### src/rtl/bullet_flight_controller.sv
// -----------------------------------------------------------------------------
// bullet_flight_controller
//
// Sequences the single on-screen bullet. A fire request spawns the bullet at
// the gun column (clamped to MAX_X) on row START_Y; each frame_tick moves it up
// by SPEED pixels. The shot ends on a hit pulse or when the bullet's top row
// drops below -BULLET_H. Ammo is counted per round and restored by reload.
//
// Optional feature macro: BULLET_COOLDOWN_EN
//   When defined, a COOLDOWN state follows every shot and blocks firing for
//   COOLDOWN_FRAMES frame_ticks. When undefined, that state and its counter
//   are not built.
//
// Ports:
//   clk        in   system clock
//   reset      in   synchronous, active-high reset
//   frame_tick in   one-cycle pulse per frame
//   fire       in   trigger request (level or pulse)
//   gun_x      in   [9:0] gun column, unsigned
//   hit        in   one-cycle pulse from collision logic
//   reload     in   one-cycle pulse, restores ammo
//   pos_x      out  [9:0] bullet column
//   pos_y      out  [9:0] signed bullet top row (PARK_Y when not in flight)
//   active     out  bullet in flight
//   ready      out  a fire request would be accepted this cycle
//   hit_pulse  out  one-cycle pulse: shot ended by hit
//   miss_pulse out  one-cycle pulse: shot left the screen
//   ammo       out  [1:0] shots remaining
// -----------------------------------------------------------------------------
module bullet_flight_controller #(
  parameter int SPEED           = 4,
  parameter int START_Y         = 440,
  parameter int BULLET_H        = 10,
  parameter int MAX_X           = 632,
  parameter int AMMO            = 3,
  parameter int COOLDOWN_FRAMES = 15
) (
  input  logic              clk,
  input  logic              reset,
  input  logic              frame_tick,
  input  logic              fire,
  input  logic [9:0]        gun_x,
  input  logic              hit,
  input  logic              reload,
  output logic [9:0]        pos_x,
  output logic signed [9:0] pos_y,
  output logic              active,
  output logic              ready,
  output logic              hit_pulse,
  output logic              miss_pulse,
  output logic [1:0]        ammo
);

  // Parked row keeps the drawer's row window away from every vcount.
  localparam logic signed [9:0]  PARK_Y   = -10'sd32;
  localparam logic signed [9:0]  START_YC = 10'(START_Y);
  localparam logic [9:0]         MAX_XC   = 10'(MAX_X);
  localparam logic [1:0]         AMMO_C   = 2'(AMMO);
  localparam logic signed [10:0] SPEED_C  = 11'(SPEED);
  localparam logic signed [10:0] MISS_LIM = 11'(-BULLET_H);

  typedef enum logic [1:0] {
    S_IDLE = 2'd0,
    S_FLY  = 2'd1,
    S_END  = 2'd2
`ifdef BULLET_COOLDOWN_EN
    ,S_COOL = 2'd3
`endif
  } state_t;

  state_t              state_q, state_d;
  logic [9:0]          pos_x_q, pos_x_d;
  logic signed [9:0]   pos_y_q, pos_y_d;
  logic                active_q, active_d;
  logic                ready_q, ready_d;
  logic                hit_pulse_q, hit_pulse_d;
  logic                miss_pulse_q, miss_pulse_d;
  logic [1:0]          ammo_q, ammo_d;
  logic signed [10:0]  next_y;
  logic                fire_ok;

`ifdef BULLET_COOLDOWN_EN
  localparam int CNT_W = $clog2(COOLDOWN_FRAMES + 1);
  logic [CNT_W-1:0] cnt_q, cnt_d;
`endif

  // Next-state, datapath and output computation.
  always_comb begin
    state_d      = state_q;
    pos_x_d      = pos_x_q;
    pos_y_d      = pos_y_q;
    active_d     = active_q;
    hit_pulse_d  = 1'b0;
    miss_pulse_d = 1'b0;
    ammo_d       = reload ? AMMO_C : ammo_q;
    // ready_q is only ever set while IDLE with ammo left.
    fire_ok      = fire & ready_q;
    // Sign-extend so the step below row 0 cannot wrap.
    next_y       = {pos_y_q[9], pos_y_q} - SPEED_C;
`ifdef BULLET_COOLDOWN_EN
    cnt_d        = cnt_q;
`endif

    case (state_q)
      S_IDLE: begin
        if (fire_ok) begin
          state_d  = S_FLY;
          pos_x_d  = (gun_x > MAX_XC) ? MAX_XC : gun_x;
          pos_y_d  = START_YC;
          active_d = 1'b1;
          // Reload in the same cycle yields AMMO-1.
          ammo_d   = ammo_d - 2'd1;
        end else begin
          state_d  = S_IDLE;
        end
      end
      S_FLY: begin
        // A hit outranks a simultaneous frame_tick.
        if (hit) begin
          state_d     = S_END;
          pos_y_d     = PARK_Y;
          active_d    = 1'b0;
          hit_pulse_d = 1'b1;
        end else if (frame_tick) begin
          if (next_y < MISS_LIM) begin
            state_d      = S_END;
            pos_y_d      = PARK_Y;
            active_d     = 1'b0;
            miss_pulse_d = 1'b1;
          end else begin
            pos_y_d = next_y[9:0];
          end
        end else begin
          state_d = S_FLY;
        end
      end
      S_END: begin
`ifdef BULLET_COOLDOWN_EN
        state_d = S_COOL;
        cnt_d   = CNT_W'(COOLDOWN_FRAMES);
`else
        state_d = S_IDLE;
`endif
      end
`ifdef BULLET_COOLDOWN_EN
      S_COOL: begin
        if (frame_tick) begin
          cnt_d = cnt_q - CNT_W'(1);
          if (cnt_q <= CNT_W'(1)) begin
            state_d = S_IDLE;
          end else begin
            state_d = S_COOL;
          end
        end else begin
          state_d = S_COOL;
        end
      end
`endif
      default: begin
        state_d  = S_IDLE;
        pos_y_d  = PARK_Y;
        active_d = 1'b0;
      end
    endcase

    // Requiring IDLE on both sides of the edge delays ready one cycle after
    // leaving END, and drops it on the very edge that accepts a shot.
    ready_d = (state_q == S_IDLE) && (state_d == S_IDLE) && (ammo_d != 2'd0);
  end

  // State and output registers with synchronous reset.
  always_ff @(posedge clk) begin
    if (reset) begin
      state_q      <= S_IDLE;
      pos_x_q      <= 10'd0;
      pos_y_q      <= PARK_Y;
      active_q     <= 1'b0;
      ready_q      <= 1'b1;
      hit_pulse_q  <= 1'b0;
      miss_pulse_q <= 1'b0;
      ammo_q       <= AMMO_C;
`ifdef BULLET_COOLDOWN_EN
      cnt_q        <= '0;
`endif
    end else begin
      state_q      <= state_d;
      pos_x_q      <= pos_x_d;
      pos_y_q      <= pos_y_d;
      active_q     <= active_d;
      ready_q      <= ready_d;
      hit_pulse_q  <= hit_pulse_d;
      miss_pulse_q <= miss_pulse_d;
      ammo_q       <= ammo_d;
`ifdef BULLET_COOLDOWN_EN
      cnt_q        <= cnt_d;
`endif
    end
  end

  assign pos_x      = pos_x_q;
  assign pos_y      = pos_y_q;
  assign active     = active_q;
  assign ready      = ready_q;
  assign hit_pulse  = hit_pulse_q;
  assign miss_pulse = miss_pulse_q;
  assign ammo       = ammo_q;

endmodule

### config.mk
export PLATFORM = sky130hd
export DESIGN_NAME = bullet_flight_controller
export DESIGN_NICKNAME = d
export VERILOG_FILES = /design/src/rtl/bullet_flight_controller.sv
export SDC_FILE = /design/constraint.sdc
export NUM_CORES = 1
export LEC_CHECK = 0
export CORE_MARGIN = 5
export CORE_UTILIZATION = 51
export CTS_BUF_LIST = sky130_fd_sc_hd__clkbuf_4 sky130_fd_sc_hd__clkbuf_8
export DETAILED_ROUTE_END_ITERATION = 6
export GPL_TIMING_DRIVEN = 0
export PLACE_DENSITY = 0.93
export SYNTH_ARGS = -nofsm -noshare
export SYNTH_HDL_FRONTEND = slang
export SYNTH_SLANG_ARGS = --single-unit
### constraint.sdc
create_clock -name clk -period 4.6 [get_ports clk]
set_clock_uncertainty 0.15 [all_clocks]
set_input_delay 0.92 -clock clk [delete_from_list [all_inputs] [get_ports clk]]
set_output_delay 0.92 -clock clk [all_outputs]
set_load 0.01 [all_outputs]
==> results of run 1 <==
-- registers in the layout, summed over array words and instances (netlist names) --
signal	cells
pos_y	8
pos_x	10
hit_pulse	1
ammo	2
state_q	2
miss_pulse	1
active	1
ready	1
-- report_power, final --
part	total [mW]	internal, mW	switching [mW]
sequential	0.262	0.245	0.0168
clock	0.157	0.0881	0.0686
combinational	0.177	0.0838	0.0931
-- logic make-up after synthesis --
| family | Yosys count | share of synthesized area, % |
|---|---|---|
| compound gates | 49 | 24.2 |
| buf+inv | 22 | 7.30 |
| fa+ha+maj | 1 | 0.935 |
| xor+xnor | 5 | 3.27 |
| other cells | 1 | 0.280 |
| simple gates | 65 | 25.1 |
| flops | 26 | 38.9 |
-- cells in the mapped netlist, drive strengths merged, types with 4 or more instances --
master	number	share of area (%)
or4	4	2.8
nor2	22	6.2
a21oi	16	6.0
o21ai	6	2.2
a211oi	7	4.3
inv	9	2.5
nand2	14	3.9
clkbuf	10	2.8
dfxtp	26	39
nand2b	4	1.9
-- how the worst min path moves through the flow --
stage | to | cells after the start | from
after floorplan | pos_x[7] | 2 | pos_x[7]
after detailed placement | pos_x[9] | 2 | pos_x[9]
after CTS | pos_x[9] | 2 | pos_x[9]
after global routing | pos_x[7] | 2 | pos_x[7]
after global placement | pos_x[8] | 2 | pos_x[8]
final | pos_x[9] | 2 | pos_x[9]
-- worst max-delay path: cells and delay by family, from the launching register on --
family	cells	cell delay, ns
buf+inv	1	0.13
simple gates	3	1.45
compound gates	3	0.68
flops	1	0.34
-- metal layers --
| metal | global-route usage [%] | vias up | part of all wire [%] |
|---|---|---|---|
| met5 | 0 | - | 0 |
| met4 | 10.2 | 0 | 1.1 |
| met3 | 6.29 | 6 | 8.7 |
| met2 | 36.3 | 57 | 52 |
| met1 | 23.6 | 649 | 38 |
| li1 | - | 681 | - |
-- final cells by class --
type | count | area [sq um] | share of cell area [%]
Multi-Input combinational cell | 122 | 723 | 40.1
Sequential cell | 26 | 520 | 28.9
Timing Repair Buffer | 37 | 370 | 20.6
Buffer | 13 | 63.8 | 3.54
Tap cell | 30 | 37.5 | 2.08
Inverter | 9 | 33.8 | 1.87
Clock inverter | 1 | 30.0 | 1.67
Clock buffer | 3 | 22.5 | 1.25
-- stage by stage --
step | hold slack [ns] | instances | setup WS (ns)
after global routing | 0.347 | 241 | 1.68
after floorplan | 0.326 | 170 | 2.00
after global placement | 0.287 | 237 | 1.88
after CTS | 0.320 | 241 | 1.81
after detailed placement | 0.301 | 237 | 1.83
final | 0.319 | 241 | 1.80
==> summary.md, run 1 <==
The flow ran to the end, and the final reports show no timing, DRC or antenna violations. TritonCTS built the clock tree. Setup repair after global routing left no endpoint under its margin. The run gives 16 as the pin count of the biggest net entering global routing. In the global route stage, overall resource usage came out at 21.1%.

STA classifies the critical path endpoint as a register. For the final-report max-slew violation count, the log shows 0. The slack of the worst reg-to-reg path is 1.80 ns, and the flop and latch count out of synthesis is 26. The sequential cell area fraction in the yosys report is 38.9%. The die covers 0.00375 sq mm. For the worst slew slack as a fraction of its limit, the log shows 63.9%. The critical path goes through buf_6 -> or4_4 -> or4_4 -> a211oi_2 -> a31oi_2 -> or3_1 -> a21oi_1. The share of flip-flops with an asynchronous set or reset after synthesis was 0%. For this run, the slowest stage of the critical path takes 0.54 ns. The via count of the first global-routing pass is 1394, and the y dimension of the die is 61.2 um.

In the final routed layout, each cell accounts on average for 14.1 um. On the critical path, the stage with the largest delay is an instance of or4_4. The worst hold path belongs to the class register to register. The number of hold buffers added after CTS was 0. Along the worst path, the maximum fanout reaches 8.

The worst register-to-register path has a depth of 7. Cell at the root of the clock tree: clkbuf_4. The worst-case clock buffer depth was 2. Compared with the post-synthesis result, the final layout area differs by 34.7%.

The clock-pin slew on the worst setup and hold paths was 0.14 ns; the initial cell density of the core was 53.5%. The mean post-synth cell area is 7.91 sq um. The worst setup path is launched from a register.

The number of fill cells is 189. The endpoint identified for the worst register-to-register timing path is pos_y[2]. The run gives 0.00180 sq mm as the final design area excluding fillers.

After detailed routing, the number of vias per cell comes to 5.78. For this block, the initial DRC count from the detailed router was 102. The antenna cell count was 0; the number of H-tree levels was 1. In this run the worst setup path terminates at pos_y[2]. The ratio of cells with drive above 1 in the final layout is 5.21%. Summed over all failing endpoints, the final setup total negative slack is 0 ns. In this run the count of I/O pins placed on the die edge is 42. At the worst endpoint, the arrival time is 2.91 ns. The logs give 3 for the number of buffers inserted during clock tree synthesis and 0.253 mV for the maximum resistive drop on vdd. In this run the static leakage power is 0.668 nW. At the later pin of the worst-skew pair, clock insertion delay measures 0.32 ns. The most critical setup path has its startpoint at pos_y[5].

Leaving out fill and tap cells, the most frequent cell in the layout is clkdlybuf4s50_1. The number of sinks driven by the clock tree was 26. The detailed-route wire length was 3410 um; the die span in x was 61.2 um. In the layout the commonest cells are clkdlybuf4s50_1, dfxtp_1, nor2_1.

The run gives 0.883 as the routability congestion estimate. In this run the critical register-to-register path is launched from pos_y[5]. At the pin with the least slew margin, the transition time is 0.538 ns. The count of buffers added on input and output ports is 37. The run gives 72.1% as the final design utilization. At the end of the flow, the number of nets in the layout was 229.

The final routed DRC violation total came out at 0. The floorplan has 18 rows. The post-route fraction of the period consumed by the critical path works out to 60.8%. For the final hold violation count, the log shows 0. The total overflow left after global routing is 0.

In this run the cell area measured after placement is 0.00175 sq mm. Counting every instance in the synthesized netlist gives 169. The cell occurring most often along the worst timing path is or4_4.

The remaining number of nets flagged by the antenna check after routing came out at 0. The post-route total power came out at 0.596 mW. The worst setup path is of the register to register kind.

Static timing analysis puts the maximum clock frequency at 0.358 GHz. The count of flip-flops with a built-in enable after synthesis is 0, and the wire length of the first global-routing pass is 6040 um. The run gives 0 as the number of setup buffers added after CTS. For the required time at the worst-slack endpoint, the log shows 4.71 ns. The most used flip-flop cell after synthesis is dfxtp_1.

The tool flagged a number of max-cap violations equal to 0. Once detailed placement completed, the half-perimeter wirelength came to 2630 um. The total power density per cell area is 331 mW/mm^2. The minimum period implied by the final worst setup slack was 2.80 ns. After floorplanning, the core was sized to cover 0.00250 sq mm.

Yosys printed 0 warnings. Setup violations remaining at the end of the flow were counted as 0. The run gives 0.00134 sq mm as the cell area after synthesis. The first detailed-routing pass ran for 5 iterations. The tools report the number of antenna violations at the first check in global routing as 0.

Post-CTS repair changed the size of 0 cells. After synthesis, the netlist uses 40 different library cells. Across all layers, the routed design uses 1393 vias.
(Power assumes the default switching activity.)
==> run 2: changes to the inputs <==
--- a/config.mk
+++ b/config.mk
@@ -6,11 +6,11 @@
 export NUM_CORES = 1
 export LEC_CHECK = 0
 export CORE_MARGIN = 5
-export CORE_UTILIZATION = 51
+export CORE_UTILIZATION = 43
 export CTS_BUF_LIST = sky130_fd_sc_hd__clkbuf_4 sky130_fd_sc_hd__clkbuf_8
 export DETAILED_ROUTE_END_ITERATION = 6
 export GPL_TIMING_DRIVEN = 0
-export PLACE_DENSITY = 0.93
+export PLACE_DENSITY = 0.84
 export SYNTH_ARGS = -nofsm -noshare
 export SYNTH_HDL_FRONTEND = slang
 export SYNTH_SLANG_ARGS = --single-unit
==> constraint.sdc (replaced) <==
create_clock -name clk -period 2.35 [get_ports clk]
set_clock_uncertainty 0.15 [all_clocks]
set_input_delay 0.47 -clock clk [delete_from_list [all_inputs] [get_ports clk]]
set_output_delay 0.47 -clock clk [all_outputs]
set_load 0.01 [all_outputs]
==> run 2 against run 1 <==
  * The run now ends with setup timing left
  * Sequential share of layout area down 1.2 points
  * Global-route usage down 3.8 points
  * Fmax up 9.9%
  * Via count down 3.2%
  * First-iteration DRC count down 33%
  * Combinational power up 120%
  * Highest routed layer unchanged
  * Design area up 5.8%
  * Routed wire length up 1.9%
  * Critical endpoint unchanged
==> summary.md, run 2 (synthesis gave the netlist of run 1 again) <==
The clock-pin slew on the worst setup and hold paths works out to 0.14 ns. After detailed routing, the number of remaining DRC violations is 0. STA puts the critical path data arrival time at 2.66 ns. The run gives 1.13 mW as the post-route total power.

The worst-case clock buffer depth is 2, and the initial cell density of the core is 44.2%. Max-cap violations in this run came to 0. The worst reg2reg path depth is 6, and the number of antenna violations at the first check in global routing is 0. After global routing the overflow that remains totals 0.

For the internal power contribution, the log shows 0.763 mW. The startpoint identified for the worst register-to-register timing path is pos_y[3]. IR analysis of the VDD net gives a maximum drop of 0.364 mV.

The final-report max-slew violation count is 0, and the slew at the pin closest to its max-slew limit is 0.526 ns. The floorplan has 20 rows. The final reports fail on setup timing.

Antenna cell count: 0. The required time at the worst-slack endpoint is 2.46 ns, and the fmax is 0.393 GHz. The routability congestion estimate was 0.904. The most critical setup path has its startpoint at pos_y[3].

The die span in x was 65.8 um; the floorplan die area was 0.00433 sq mm. Detailed placement ended at an HPWL of 2500 um. Leaving out fill and tap cells, the most frequent cell in the layout is clkdlybuf4s50_1. The region available for standard cell placement spans 0.00303 sq mm.

The clock network accounts for 20.1% of the total power. In the final design database the tool counted 236 nets. The critical path capture point was pos_y[2]. At the end of the flow the core is filled with cells to 62.9%. The startpoint-to-endpoint class of the critical path was register to register. The tools report the number of H-tree levels as 1. The I/O pin total is 42, and the area added between synthesis and finish is 42.5%.

The top cell types in the final layout, fill and taps aside, are clkdlybuf4s50_1, dfxtp_1, nor2_1. Tightest hold margin: 0.328 ns. The share of total power consumed by net switching was 32.5%. The worst setup path is captured at a register. On the critical path, the stage with the largest delay is an instance of or4_4. Worst hold path class: register to register.

Setup violations remaining at the end of the flow were counted as 10. The number of iterations in the first detailed-routing pass was 4; the slack of the worst reg-to-reg path was -0.19 ns. The tree built by TritonCTS fans out to 26 sinks.

Dividing the final minimum period by the clock period gives 108%. In this run, the number of DRC markers left after iteration 0 of detailed routing was 68. The first global-routing pass estimated 5920 um of wire. The number of buffers inserted during clock tree synthesis is 3, and the worst stage delay on the critical path is 0.52 ns.

Wires add up to 3470 um. Global routing used 17.3% of the available tracks across all layers. The endpoint identified for the worst register-to-register timing path is pos_y[2]. The run gives 1309 as the via count of the first global-routing pass. In this run, the combinational gates consume 34.6% of the power. The worst setup path is launched from a register. The worst path in the final design needs a cycle of 2.54 ns, including I/O delays and setup. The detailed-route wire length per cell came out at 13.2 um. Pin count of the biggest net entering global routing: 15. The logs give 64.7% for the worst slew slack as a fraction of its limit and 0 for the remaining number of nets flagged by the antenna check after routing. The flip-flop count of the largest register after layout is 10, and the number of port buffers is 37. For this design the total switching power over the nets is 0.368 mW. The cell at the root of the clock tree was clkbuf_4.

The total power density per cell area was 593 mW/mm^2. Along the worst path, the maximum fanout reaches 6. The run gives -0.195 ns as the final critical-path setup slack.

Traced cell by cell, the critical path runs through or4_4 -> or4_4 -> a211oi_4 -> a31oi_4 -> or3_1 -> a21oi_1. The ratio of cells with drive above 1 in the final layout is 11.9%, and the final hold violation count is 0. The run finished, with violations left. The part of the total power dissipated in sequential elements is 45.2%. Measured along the y axis, the die boundary spans 65.8 um. For the worst-skew pair, the clock arrives at the later sink with an insertion delay of 0.32 ns. Setup repair after global routing could not meet its margin everywhere. The detailed-route vias per instance works out to 5.15. TritonCTS built the clock tree. The routed layout has 1349 vias. The analysis attributes to cell leakage a power of 0.703 nW. The cell occurring most often along the worst timing path is or4_4.
## run 2: cell count changes in the layout (fill, tap and decap cells not counted), sizes merged
cell	previous run	this run
buf	3	10
bufinv	1	0
clkbuf	13	14
## run 2: power groups by stage
stage	Sequential, mW	Clock [mW]	Combinational, mW
3_3_place_gp	0.522	0	0.350
5_1_grt	0.516	0.253	0.427
2_1_floorplan	0.536	0	0.198
6_report	0.511	0.228	0.391
3_5_place_dp	0.524	0	0.355
4_1_cts	0.510	0.235	0.383
## run 2: worst min path at each step
stage	to	cells past startpoint	from
2_1_floorplan	pos_x[7]	2	pos_x[7]
3_3_place_gp	pos_x[8]	2	pos_x[8]
3_5_place_dp	pos_x[8]	2	pos_x[8]
4_1_cts	pos_x[8]	2	pos_x[8]
5_1_grt	pos_x[8]	2	pos_x[8]
6_report	pos_x[8]	2	pos_x[8]
## run 2: repair_timing
action                     in CTS  in global routing
hold buffers                    0                  0
setup endpoints to repair       9                 10
gates resized for setup         4                  2
pin swaps                       3                  0
buffers inserted                6                  1
## run 2: metrics by stage
stage / worst slack [ns] / setup TNS [ns] / cell area [sq um] / instances
final: -0.195 / -1.16 / 1910 / 262
after global routing: -0.283 / -2.05 / 1910 / 262
after CTS: -0.146 / -0.689 / 1890 / 261
after detailed placement: -0.230 / -0.894 / 1790 / 251
after global placement: -0.216 / -0.816 / 1790 / 251
after floorplan: -0.0910 / -0.238 / 1360 / 170
## run 2: layer usage
metal | track usage [%] | wire length, um
met1 | 21.8 | 1530
met2 | 28.3 | 1670
met3 | 4.93 | 236
met4 | 5.18 | 29
met5 | 0 | 0
## run 2: critical path, delay by kind of cell, from the launching register on
family / cells / cell delay [ns]
AO/OA/AOI/OAI: 3 / 0.65
flip-flops: 1 / 0.38
AND/OR/NAND/NOR: 3 / 1.30
## run 2: area by class of cell
class	count	area, sq um
fill	279	1120
multi-input combinational	122	767
sequential	26	527
timing repair buffer	44	423
buffer	13	63.8
tap	44	55.1
clock buffer	4	36.3
inverter	9	33.8
